## src/rtl/cpu_pkg.sv

```systemverilog
// Shared types and constants for the instruction sequencer and its program store.
// Holds the default program image that the constant ROM build is initialised from.
package cpu_pkg;

  localparam int PC_W       = 4;
  localparam int OPCODE_W   = 8;
  localparam int PROG_DEPTH = 16;

  typedef enum logic [1:0] {
    IDLE  = 2'b00,
    FETCH = 2'b01,
    EXEC  = 2'b10
  } seq_state_t;

  localparam logic [OPCODE_W-1:0] NOP = 8'h00;

  // Leftmost entry is address 15; address 3 jumps to address 10.
  localparam logic [PROG_DEPTH-1:0][OPCODE_W-1:0] DEFAULT_PROG = '{
    8'h3F, 8'h2E, 8'h0D, 8'hFC, 8'hEB, 8'hDA, 8'hC9, 8'hB8,
    8'hA7, 8'h96, 8'h85, 8'h74, 8'h1A, 8'h63, 8'h52, 8'h41
  };

  function automatic logic [PC_W-1:0] next_pc(
    input logic [PC_W-1:0] pc,
    input logic            write_pc,
    input logic            pc_sel,
    input logic [PC_W-1:0] jump_target
  );
    logic [PC_W-1:0] result;
    result = pc;
    if (write_pc) begin
      result = pc_sel ? jump_target : pc + PC_W'(1);
    end
    return result;
  endfunction

endpackage

```

## src/rtl/program_rom.sv

```systemverilog
// 16x8 program store: combinational read; write port only with SEQ_PROG_LOAD_EN.
// Latency: read 0 cycles, write visible after the writing edge; no backpressure.
module program_rom
  import cpu_pkg::*;
(
  input  logic [PC_W-1:0]     raddr,
  output logic [OPCODE_W-1:0] rdata
`ifdef SEQ_PROG_LOAD_EN
  ,
  input  logic                clk,
  input  logic                we,
  input  logic [PC_W-1:0]     waddr,
  input  logic [OPCODE_W-1:0] wdata
`endif
);

`ifdef SEQ_PROG_LOAD_EN
  // No reset: contents must survive a sequencer reset.
  logic [OPCODE_W-1:0] mem [PROG_DEPTH];

  always_ff @(posedge clk) begin
    if (we) begin
      mem[waddr] <= wdata;
    end
  end

  assign rdata = mem[raddr];
`else
  assign rdata = DEFAULT_PROG[raddr];
`endif

endmodule

```

## src/rtl/instruction_sequencer.sv

```systemverilog
// Fetch/execute sequencer: IDLE -> FETCH -> EXEC, 2 cycles per instruction; SEQ_PROG_LOAD_EN adds program load.
// No backpressure: run_i only gates entry to the next FETCH, an started instruction always completes.
module instruction_sequencer
  import cpu_pkg::*;
(
  input  logic                in_clk,
  input  logic                in_rst_n,
  input  logic                run_i,
  input  logic                write_pc_i,
  input  logic                pc_sel_i,
`ifdef SEQ_PROG_LOAD_EN
  input  logic                prog_we_i,
  input  logic [PC_W-1:0]     prog_addr_i,
  input  logic [OPCODE_W-1:0] prog_data_i,
`endif
  output logic [OPCODE_W-1:0] opcode_o,
  output logic                valid_o,
  output logic [PC_W-1:0]     pc_o,
  output logic [1:0]          state_o
);

  seq_state_t          state;
  logic [OPCODE_W-1:0] rom_dat;

`ifdef SEQ_PROG_LOAD_EN
  // Loading is only allowed while the sequencer is parked.
  logic mem_we;
  assign mem_we = prog_we_i && (state == IDLE);

  program_rom u_program_rom (
    .raddr (pc_o),
    .rdata (rom_dat),
    .clk   (in_clk),
    .we    (mem_we),
    .waddr (prog_addr_i),
    .wdata (prog_data_i)
  );
`else
  program_rom u_program_rom (
    .raddr (pc_o),
    .rdata (rom_dat)
  );
`endif

  assign state_o = state;

  always_ff @(posedge in_clk or negedge in_rst_n) begin
    if (!in_rst_n) begin
      state    <= IDLE;
      pc_o     <= '0;
      opcode_o <= NOP;
      valid_o  <= 1'b0;
    end else begin
      case (state)
        IDLE: begin
          valid_o <= 1'b0;
          if (run_i) begin
            state <= FETCH;
          end
        end
        FETCH: begin
          opcode_o <= rom_dat;
          valid_o  <= 1'b1;
          state    <= EXEC;
        end
        EXEC: begin
          // PC update happens whether or not we continue running.
          valid_o <= 1'b0;
          pc_o    <= next_pc(pc_o, write_pc_i, pc_sel_i, opcode_o[PC_W-1:0]);
          state   <= run_i ? FETCH : IDLE;
        end
        default: begin
          valid_o <= 1'b0;
          state   <= IDLE;
        end
      endcase
    end
  end

endmodule

```

## config.mk

```make
export PLATFORM = sky130hd
export DESIGN_NAME = instruction_sequencer
export DESIGN_NICKNAME = d
export VERILOG_FILES = /design/src/rtl/cpu_pkg.sv /design/src/rtl/program_rom.sv /design/src/rtl/instruction_sequencer.sv
export SDC_FILE = /design/constraint.sdc
export NUM_CORES = 1
export LEC_CHECK = 0
export ABC_AREA = 0
export CORE_UTILIZATION = 56
export CTS_BUF_LIST = sky130_fd_sc_hd__clkbuf_4 sky130_fd_sc_hd__clkbuf_8
export DETAILED_ROUTE_END_ITERATION = 16
export DONT_BUFFER_PORTS = 1
export PLACE_DENSITY = 0.69
export SYNTH_ARGS = -nofsm -noshare
export SYNTH_HDL_FRONTEND = slang
export SYNTH_HIERARCHICAL = 1
export SYNTH_SLANG_ARGS = --single-unit
```

## constraint.sdc

```tcl
create_clock -name in_clk -period 2 [get_ports in_clk]
set_input_delay 0 -clock in_clk [delete_from_list [all_inputs] [get_ports in_clk]]
set_output_delay 0 -clock in_clk [all_outputs]
set_load 0.005 [all_outputs]
```

==> impl_metrics.tcl, run 1 <==
set metrics [dict create \
    fin_worst_hold_slack_ns 0.04869 \
    finalSetupViolCount 0 \
    cts_tree "yes" \
    hold_path_depth 3 \
    place_congestion 0.7810 \
    synth_sequential_area_ratio 0.4231 \
    fin_tns_setup_ns 0 \
    initial_core_util 0.5958 \
    cts.path.max_buffers 2 \
    first_global_vias 562 \
    end_kind "register" \
    yosys_register_bits 15 \
    clock_buffer_count_from_cts 3 \
    wire_per_inst_um 14.47 \
    synth.distinct_cells 30 \
    post_synth_xor_area_fraction 0.02962 \
    reg2reg_setup_slack_ns 0.30 \
    hold_viol 0 \
    drive_above_1_share 0.2683 \
    dieArea_um2 1747 \
    final_net_count 94 \
    critical_path_type "reg2reg" \
    timing_worst_slew_pin_value_ns 0.6872 \
    power.ir.vdd_worst_v 0.0006050 \
    p_per_area_nw_per_um2 1203 \
    buffers_on_ports 0 \
    timing.final.crit_share 0.8506 \
    cpMaxStageDelayCell "sky130_fd_sc_hd__dlygate4sd3_1" \
    place_worst_setup_slack_ns 0.5070 \
    synth.mux.area_fraction 0.1693 \
    max-cap-violations 0 \
    cts.reportedPaths.clkPinSlew_ns 0.09 \
    grt_start_max_net_pins 16 \
    max_stage_delay_ns 0.55 \
    fin_crit_ns 1.701 \
    number_of_synthesized_flops_with_an_enable_pin 0 \
    synth_nets 88 \
    synth_largest_type_area_fraction 0.4231 \
    die_width_um 41.80 \
    timing.hold.worst.class "in2reg" \
    antenna_violations_before_repair 0 \
    worst-endpoint-arrival_ns 1.88 \
    detailed_routing_iterations_pass_1 4 \
    post-synth-top-area-cell "sky130_fd_sc_hd__dfrtp_1" \
    first_iter_violations 3 \
    synth.most_common_cell "sky130_fd_sc_hd__dfrtp_1" \
    synth_fa_ha_area_frac 0.08463 \
    critPathMaxFanout 9 \
    synth_ff_type "sky130_fd_sc_hd__dfrtp_1" \
    route.vias.total 558 \
    fp.coreArea_um2 1489 \
    synthesis.yosys.warnings 6 \
    synth_cells 77 \
    clock_latency_ns 0.29 \
    detailed_route_wl_mm 1.418 \
    boundaryPins 20 \
    start_kind "register" \
    synthToLayoutAreaGrowth_pct 6.629 \
    clock_tree_sinks 15 \
    hpwlAfterDp_mm 1.032 \
    ys_top_cells_by_count "sky130_fd_sc_hd__dfrtp_1, sky130_fd_sc_hd__mux2_2, sky130_fd_sc_hd__ha_1, sky130_fd_sc_hd__nand2_1" \
    post_cts.resized_instances 0 \
    cp_cell_instances "buf_4 -> ha_1 -> mux2i_1 -> o21ai_0 -> dlygate4sd3_1" \
    num_antenna_cells 0 \
    grt_first_pass_wirelength_mm 2.504 \
    skew_ns 0.004539 \
    fp.dieH_um 41.80 \
    required_worst_endpoint_ns 2.18 \
    finalMaxSlewViolations 0 \
    avgSynthCellArea_um2 11.52 \
    std_cell_rows 14 \
    unrepaired_setup_endpoints_after_global_routing "false" \
    run_status "finished clean" \
    cts-root-buf "sky130_fd_sc_hd__clkbuf_4" \
    p_leak_nw 0.4372 \
    max_clock_freq_mhz 587.8 \
    rr_worst_depth 5 \
    main_combinational_cell_family_by_area_after_synthesis "multiplexers" \
    synthSimpleGateAreaFrac 0.1453 \
    synth_area_um2 887.1 \
    max_slew_margin 0.5404 \
    remaining_drc_errors 0 \
    grt.total_usage 0.1912 \
    setup_ws_ns 0.2987 \
    asyncSetResetFlopFracSynth 1.000 \
    htreeDepth 1 \
    fillerInstances 124 \
    grt.overflow.total 0 \
    drt.antenna.violating_nets 0 \
    routed_via_density 5.694 \
    synth_compound_area_frac 0.08322 \
    synthTopCellsByArea "sky130_fd_sc_hd__dfrtp_1, sky130_fd_sc_hd__mux2_2, sky130_fd_sc_hd__ha_1" \
]
## cell type report
| class | instances | area, um^2 | share of cell area |
|---|---|---|---|
| Tap cell | 16 | 20.02 | 0.02116 |
| Clock buffer | 3 | 22.52 | 0.02381 |
| Timing Repair Buffer | 6 | 57.56 | 0.06085 |
| Clock inverter | 1 | 5.005 | 0.005291 |
| Inverter | 3 | 11.26 | 0.01190 |
| Multi-Input combinational cell | 54 | 454.2 | 0.4802 |
| Sequential cell | 15 | 375.4 | 0.3968 |
## metrics by stage
| stage | std cells | util | cell area [um^2] | power, W |
|---|---|---|---|---|
| 4_1_cts | 98 | 0.6353 | 945.9 | 0.001151 |
| 2_1_floorplan | 77 | - | 887.1 | 0.0008892 |
| 3_3_place_gp | 89 | 0.5832 | 868.3 | 0.0009371 |
| 5_1_grt | 98 | 0.6353 | 945.9 | 0.001239 |
| 3_5_place_dp | 89 | 0.5832 | 868.3 | 0.0009498 |
| 6_report | 98 | 0.6353 | 945.9 | 0.001138 |
## where the power goes
group,switching (W),internal [W]
logic,0.000184,0.000252
clock network,0.0000974,0.0000744
registers,0.000126,0.000403
## kinds of logic (layout without fill, tap and decap cells)
family,Yosys count,count (layout)
and+or+nand+nor,21,21
DFF,15,15
muxes,13,13
AOI/OAI and AO/OA,11,11
buffers and inverters,8,13
adders and majority gates,6,6
xor gates and xnor gates,3,3
## critical path, delay by kind of cell, from the launching register on
kind | cells | cell delay (ns)
muxes | 1 | 0.11
buffers and inverters | 2 | 0.72
AOI/OAI and AO/OA | 1 | 0.08
adders and majority gates | 1 | 0.29
DFF | 1 | 0.38
## repair_timing
item,CTS,global route
setup buffers,0,0
hold buffers,5,0
hold endpoints to repair,20,0
## path summary, 6_finish.rpt
check	from	end
max in group asynchronous	in_rst_n	opcode_o[1]$_DFFE_PN0P_
worst min-delay path	pc_sel_i	pc_o[3]$_DFFE_PN0P_
min in group asynchronous	in_rst_n	pc_o[1]$_DFFE_PN0P_
worst max-delay path	pc_o[0]$_DFFE_PN0P_	pc_o[1]$_DFFE_PN0P_
worst max register to register	pc_o[0]$_DFFE_PN0P_	pc_o[1]$_DFFE_PN0P_
worst min register to register	opcode_o[6]$_DFFE_PN0P_	opcode_o[6]$_DFFE_PN0P_
## flip-flops by register name, summed over array words and instances (netlist names)
register,count
opcode_o,8
pc_o,4
state_o,2
valid_o,1
## metal layers
metal,global-route usage,vias to the layer above,wire (um)
met5,0,-,0
met4,0.09677,0,33
met3,0.05652,5,81
met2,0.2906,17,656
met1,0.2465,263,647
li1,-,273,-
## cells in the final DEF, fill, tap and decap left out
cell type                       count
sky130_fd_sc_hd__nand3_1            1
sky130_fd_sc_hd__nand3b_4           1
sky130_fd_sc_hd__and3_2             1
sky130_fd_sc_hd__mux2i_1            3
sky130_fd_sc_hd__nor4_1             1
sky130_fd_sc_hd__buf_4              1
sky130_fd_sc_hd__mux2_4             2
sky130_fd_sc_hd__a22o_1             1
sky130_fd_sc_hd__a211oi_1           1
sky130_fd_sc_hd__xnor2_1            2
sky130_fd_sc_hd__and2b_1            1
sky130_fd_sc_hd__nor2b_1            2
sky130_fd_sc_hd__a21oi_1            2
sky130_fd_sc_hd__a21o_2             1
sky130_fd_sc_hd__clkinv_2           1
sky130_fd_sc_hd__nand2_1            5
sky130_fd_sc_hd__xor2_1             1
sky130_fd_sc_hd__dlygate4sd3_1      5
sky130_fd_sc_hd__nor3b_1            1
sky130_fd_sc_hd__mux2_2             8
sky130_fd_sc_hd__o22a_2             1
sky130_fd_sc_hd__or3_1              1
sky130_fd_sc_hd__ha_1               6
sky130_fd_sc_hd__o21ai_2            1
sky130_fd_sc_hd__clkbuf_4           3
sky130_fd_sc_hd__o21ai_0            4
sky130_fd_sc_hd__dfrtp_1           15
sky130_fd_sc_hd__nor2_1             4
sky130_fd_sc_hd__nor3_1             1
sky130_fd_sc_hd__inv_1              3
sky130_fd_sc_hd__and2b_2            2
(Power assumes the default switching activity.)
==> run 2: changes to the inputs <==
--- a/config.mk
+++ b/config.mk
@@ -6,6 +6,7 @@
 export NUM_CORES = 1
 export LEC_CHECK = 0
 export ABC_AREA = 0
+export CORE_ASPECT_RATIO = 1.1
 export CORE_UTILIZATION = 56
 export CTS_BUF_LIST = sky130_fd_sc_hd__clkbuf_4 sky130_fd_sc_hd__clkbuf_8
 export DETAILED_ROUTE_END_ITERATION = 16
==> run 2 against run 1 <==
Clock power rose by 2%; setup slack got worse by 0.099 ns; largest power group unchanged; sequential power rose by 1%; critical path type unchanged; wire length rose by 12%; combinational power barely moved.
==> impl_metrics.tcl, run 2 (synthesis gave the netlist of run 1 again) <==
set metrics [dict create \
    required_worst_endpoint_ns 2.18 \
    timing.hold.worst.class "in2reg" \
    fp.coreArea_um2 1419 \
    worst-endpoint-arrival_ns 1.98 \
    timing.final.crit_share 0.9000 \
    cts.reportedPaths.clkPinSlew_ns 0.09 \
    worst_r2r_startpoint "pc_o[0]$_DFFE_PN0P_" \
    routing_usage_on_met2 0.3161 \
    fin_crit_ns 1.800 \
    fin_tns_setup_ns 0 \
    globalRoute.busiestLayer "met2" \
    commonest_cells_after_routing_fill_and_taps_aside "sky130_fd_sc_hd__dfrtp_1, sky130_fd_sc_hd__mux2_2, sky130_fd_sc_hd__ha_1, sky130_fd_sc_hd__nand2_1, sky130_fd_sc_hd__dlygate4sd3_1" \
    max_flop_register "opcode_o" \
    buffers_on_ports 0 \
    critical_path_type "reg2reg" \
    p_per_area_nw_per_um2 1217 \
    routed_via_density 5.582 \
    max-cap-violations 0 \
    end_kind "register" \
    detailed_route_wl_mm 1.594 \
    timing_worst_slew_pin_value_ns 0.7058 \
    cts.path.max_buffers 2 \
    hold_path.startpoint "pc_sel_i" \
    reg2reg_setup_slack_ns 0.20 \
    antenna_violations_before_repair 0 \
    hold_path_depth 3 \
    grt.overflow.total 0 \
    grt_first_pass_wirelength_mm 2.456 \
    largest_register_ff_count 8 \
    fillerInstances 122 \
    hold_viol 0 \
    die_width_um 39.95 \
    unrepaired_setup_endpoints_after_global_routing "false" \
    gr-usage-met3 0.05641 \
    globalRouteMet1Util 0.2795 \
    clock_latency_ns 0.29 \
    rr_endpoint "pc_o[2]$_DFFE_PN0P_" \
    worst_hold_endpoint "pc_o[3]$_DFFE_PN0P_" \
    initial_core_util 0.6252 \
    place_congestion 0.7174 \
    max_clock_freq_mhz 555.6 \
    hpwlAfterDp_mm 1.062 \
    htreeDepth 1 \
    std_cell_rows 14 \
    final_net_count 94 \
    clock_tree_sinks 15 \
    rr_worst_depth 6 \
    fp.dieH_um 43.75 \
    remaining_drc_errors 0 \
    grt.total_usage 0.2154 \
    boundaryPins 20 \
    place_worst_setup_slack_ns 0.4993 \
    setup_ws_ns 0.2001 \
    num_antenna_cells 0 \
    grt_start_max_net_pins 16 \
    start_kind "register" \
    first_global_vias 517 \
    layoutNonFillerInstCount 98 \
    run_status "finished clean" \
    finalSetupViolCount 0 \
    wire_per_inst_um 16.27 \
    cts-root-buf "sky130_fd_sc_hd__clkbuf_4" \
    cts_tree "yes" \
    drt.antenna.violating_nets 0 \
    skew_ns 0.002705 \
    postCtsSetupRepairBufs 0 \
    max_slew_margin 0.5279 \
    p_leak_nw 0.4382 \
    clock_buffer_count_from_cts 3 \
    finalMaxSlewViolations 0 \
    detailed_routing_iterations_pass_1 2 \
    synthToLayoutAreaGrowth_pct 6.629 \
    drive_above_1_share 0.2683 \
    final_common_cell "sky130_fd_sc_hd__dfrtp_1" \
    first_iter_violations 3 \
    dieArea_um2 1748 \
    power.ir.vdd_worst_v 0.0006335 \
    placedCellCount 89 \
    route.vias.total 547 \
    critPathMaxFanout 7 \
]
## run 2: layout make-up
| type | instances | area, um^2 | area share |
|---|---|---|---|
| Multi-Input combinational cell | 54 | 454.2 | 0.4802 |
| Timing Repair Buffer | 6 | 57.56 | 0.06085 |
| Clock buffer | 3 | 22.52 | 0.02381 |
| Sequential cell | 15 | 375.4 | 0.3968 |
| Tap cell | 16 | 20.02 | 0.02116 |
| Inverter | 3 | 11.26 | 0.01190 |
| Clock inverter | 1 | 5.005 | 0.005291 |
## run 2: routing by layer
layer	routed length [um]	share of wire
met3	54	0.034
met4	34	0.021
met1	710	0.45
met5	0	0
met2	794	0.50
## run 2: worst max path at each step
stage	from	to	slack (ns)	cells past startpoint
floorplan	pc_o[0]$_DFFE_PN0P_	opcode_o[4]$_DFFE_PN0P_	0.50	5
global placement	pc_o[1]$_DFFE_PN0P_	opcode_o[4]$_DFFE_PN0P_	0.55	5
detailed placement	pc_o[1]$_DFFE_PN0P_	opcode_o[4]$_DFFE_PN0P_	0.50	5
CTS	pc_o[0]$_DFFE_PN0P_	pc_o[2]$_DFFE_PN0P_	0.21	6
global route	pc_o[0]$_DFFE_PN0P_	pc_o[2]$_DFFE_PN0P_	0.07	6
finish	pc_o[0]$_DFFE_PN0P_	pc_o[2]$_DFFE_PN0P_	0.20	6
## run 2: repair_timing
action | in CTS | in global routing
gates resized for setup | 0 | 0
hold buffers | 5 | 0
setup endpoints to repair | 0 | 0
endpoints found under the hold margin | 20 | 0
## run 2: stage by stage
| step | power [W] | hold WS [ns] | cell area, um^2 | util |
|---|---|---|---|---|
| 2_1_floorplan | 0.0008892 | -0.2956 | 887.1 | - |
| 6_report | 0.001151 | 0.02763 | 945.9 | 0.6667 |
| 3_5_place_dp | 0.0009591 | -0.2953 | 868.3 | 0.6120 |
| 5_1_grt | 0.001233 | 0.08258 | 945.9 | 0.6667 |
| 3_3_place_gp | 0.0009375 | -0.2953 | 868.3 | 0.6120 |
| 4_1_cts | 0.001165 | 0.02035 | 945.9 | 0.6667 |
## run 2: where the power goes
| group | switching [W] | leakage (nW) | total [W] | internal [W] |
|---|---|---|---|---|
| logic | 0.000187 | 0.243 | 0.000439 | 0.000252 |
| clock network | 0.000102 | 0.0177 | 0.000176 | 0.0000745 |
| registers | 0.000132 | 0.177 | 0.000535 | 0.000403 |
| total | 0.000422 | 0.438 | 0.00115 | 0.000729 |
## run 2: critical path, cell delays in order, from the launching register on
cell and delay (ns):
sky130_fd_sc_hd__dfrtp_1 0.41, sky130_fd_sc_hd__buf_4 0.18, sky130_fd_sc_hd__ha_1 0.21, sky130_fd_sc_hd__nor3b_1 0.13, sky130_fd_sc_hd__a21oi_1 0.12, sky130_fd_sc_hd__o21ai_0 0.08, sky130_fd_sc_hd__dlygate4sd3_1 0.56
==> run 3: changes to the inputs <==
--- a/config.mk
+++ b/config.mk
@@ -11,7 +11,7 @@
 export CTS_BUF_LIST = sky130_fd_sc_hd__clkbuf_4 sky130_fd_sc_hd__clkbuf_8
 export DETAILED_ROUTE_END_ITERATION = 16
 export DONT_BUFFER_PORTS = 1
-export PLACE_DENSITY = 0.69
+export PLACE_DENSITY = 0.71
 export SYNTH_ARGS = -nofsm -noshare
 export SYNTH_HDL_FRONTEND = slang
 export SYNTH_HIERARCHICAL = 1
==> constraint.sdc (replaced) <==
create_clock -name in_clk -period 1.95 [get_ports in_clk]
set_input_delay 0.195 -clock in_clk [delete_from_list [all_inputs] [get_ports in_clk]]
set_output_delay 0.195 -clock in_clk [all_outputs]
set_load 0.005 [all_outputs]
==> run 3 against run 2 <==
Setup slack improved by 0.20 ns; via count down 0.91%; register-to-register slack better by 0.20 ns; worst hold slack better by 0.018 ns; wire length decreased by 13%; clock power about the same; final cell count down 4.1%; sequential share of layout area up 1.8 points; sequential cell count is the same; critical path depth down 1; non-clock buffer count down 4; critical path type unchanged; largest power group unchanged.
==> impl_metrics.tcl, run 3 (synthesis gave the netlist of run 1 again) <==
set metrics [dict create \
    clock_latency_ns 0.28 \
    critPathMaxFanout 7 \
    first_global_vias 547 \
    dieArea_um2 1748 \
    drive_above_1_share 0.2821 \
    die_width_um 39.95 \
    remaining_drc_errors 0 \
    first_iter_violations 4 \
    hold_path.startpoint "run_i" \
    fp.coreArea_um2 1419 \
    grt.overflow.total 0 \
    route.vias.total 542 \
    cts.reportedPaths.clkPinSlew_ns 0.09 \
    clock_tree_sinks 15 \
    timing.final.crit_share 0.7932 \
    worst_r2r_startpoint "pc_o[1]$_DFFE_PN0P_" \
    detailed_route_wl_mm 1.384 \
    regArea_um2 375.4 \
    fin_worst_hold_slack_ns 0.04565 \
    p_leak_nw 0.4193 \
    gr-usage-met3 0.06667 \
    fillerInstances 127 \
    detailed_routing_iterations_pass_1 2 \
    finish.utilization 0.6384 \
    critical_path_type "reg2reg" \
    synthToLayoutAreaGrowth_pct 2.116 \
    antenna_violations_before_repair 0 \
    power.ir.vdd_worst_v 0.0007335 \
    max-cap-violations 0 \
    globalRouteMet1Util 0.2678 \
    routed_via_density 5.766 \
    fin_crit_ns 1.547 \
    cts.path.max_buffers 2 \
    std_cell_rows 14 \
    drt.antenna.violating_nets 0 \
    fin_tns_setup_ns 0 \
    largest_register_ff_count 8 \
    num_antenna_cells 0 \
    commonest_cells_after_routing_fill_and_taps_aside "sky130_fd_sc_hd__dfrtp_1, sky130_fd_sc_hd__mux2_2, sky130_fd_sc_hd__ha_1, sky130_fd_sc_hd__nand2_1" \
    timing_worst_slew_pin_value_ns 0.6790 \
    boundaryPins 20 \
    max_slew_margin 0.5459 \
    initial_core_util 0.6252 \
    finalSetupViolCount 0 \
    skew_ns 0.002139 \
    place_congestion 0.7105 \
    multiInputGateArea_um2 454.2 \
    max_flop_register "opcode_o" \
    fp.dieH_um 43.75 \
    p_per_area_nw_per_um2 1261 \
    finalMaxSlewViolations 0 \
    timing.hold.worst.class "in2reg" \
    grt_first_pass_wirelength_mm 2.373 \
    worst-endpoint-arrival_ns 1.77 \
    required_worst_endpoint_ns 2.18 \
    globalRoute.busiestLayer "met2" \
    run_status "finished clean" \
    clock_buffer_count_from_cts 3 \
    max_clock_freq_mhz 646.5 \
    hpwlAfterDp_mm 1.023 \
    start_kind "register" \
    post_cts.resized_instances 0 \
    grt.total_usage 0.2025 \
    end_kind "register" \
    routing_usage_on_met2 0.2903 \
    cts_tree "yes" \
    unrepaired_setup_endpoints_after_global_routing "false" \
    grt_start_max_net_pins 16 \
    final_common_cell "sky130_fd_sc_hd__dfrtp_1" \
    final_net_count 90 \
    wire_per_inst_um 14.72 \
    hold_viol 0 \
    cts-root-buf "sky130_fd_sc_hd__clkbuf_4" \
    htreeDepth 1 \
    buffers_on_ports 0 \
    startpoint "pc_o[1]$_DFFE_PN0P_" \
]
run 3: path summary, 6_finish.rpt:
check | to | slack [ns] | depth (start not counted)
max | opcode_o[4]$_DFFE_PN0P_ | 0.40 | 5
min | state_o[0]$_DFFE_PN0P_ | 0.05 | 1
max reg2reg | opcode_o[4]$_DFFE_PN0P_ | 0.40 | 5
min reg2reg | opcode_o[7]$_DFFE_PN0P_ | 0.54 | 1
max in group asynchronous | opcode_o[2]$_DFFE_PN0P_ | 1.13 | 1
min in group asynchronous | opcode_o[0]$_DFFE_PN0P_ | 0.39 | 1
run 3: layout make-up:
| cell class | count | share of cell area |
|---|---|---|
| multi-input combinational | 54 | 0.5014 |
| tap | 16 | 0.02210 |
| clock buffer | 3 | 0.02486 |
| inverter | 3 | 0.01243 |
| timing repair buffer | 2 | 0.01934 |
| sequential | 15 | 0.4144 |
| clock inverter | 1 | 0.005525 |
run 3: repair_timing:
| item | in CTS | in global routing |
|---|---|---|
| endpoints found under the hold margin | 15 | 0 |
| buffers inserted | 0 | 0 |
| hold buffers | 1 | 0 |
| setup endpoints to repair | 0 | 0 |
run 3: where the power goes:
part	total (W)	internal [W]	switching, W
registers	0.000551	0.000413	0.000138
clock network	0.000173	0.0000761	0.0000972
logic	0.000418	0.000242	0.000177
run 3: stage by stage:
| step | instance area [um^2] | worst slack, ns | total power (W) | instances |
|---|---|---|---|---|
| 2_1_floorplan | 887.1 | 0.4473 | 0.0009120 | 77 |
| 5_1_grt | 905.9 | 0.2723 | 0.001254 | 94 |
| 3_5_place_dp | 868.3 | 0.4115 | 0.0009791 | 89 |
| 3_3_place_gp | 868.3 | 0.4405 | 0.0009596 | 89 |
| 4_1_cts | 905.9 | 0.3904 | 0.001163 | 94 |
| 6_report | 905.9 | 0.4032 | 0.001143 | 94 |
run 3: routing by layer:
metal	vias up	wire length [um]
met5	-	0
met4	0	21
met3	4	55
met2	14	651
met1	258	656
li1	266	-
run 3: critical path, cell delays in order (launching register included):
cell and delay (ns):
sky130_fd_sc_hd__dfrtp_1 0.49, sky130_fd_sc_hd__inv_1 0.14, sky130_fd_sc_hd__ha_1 0.32, sky130_fd_sc_hd__mux2_4 0.26
sky130_fd_sc_hd__mux2i_1 0.13, sky130_fd_sc_hd__mux2_2 0.16
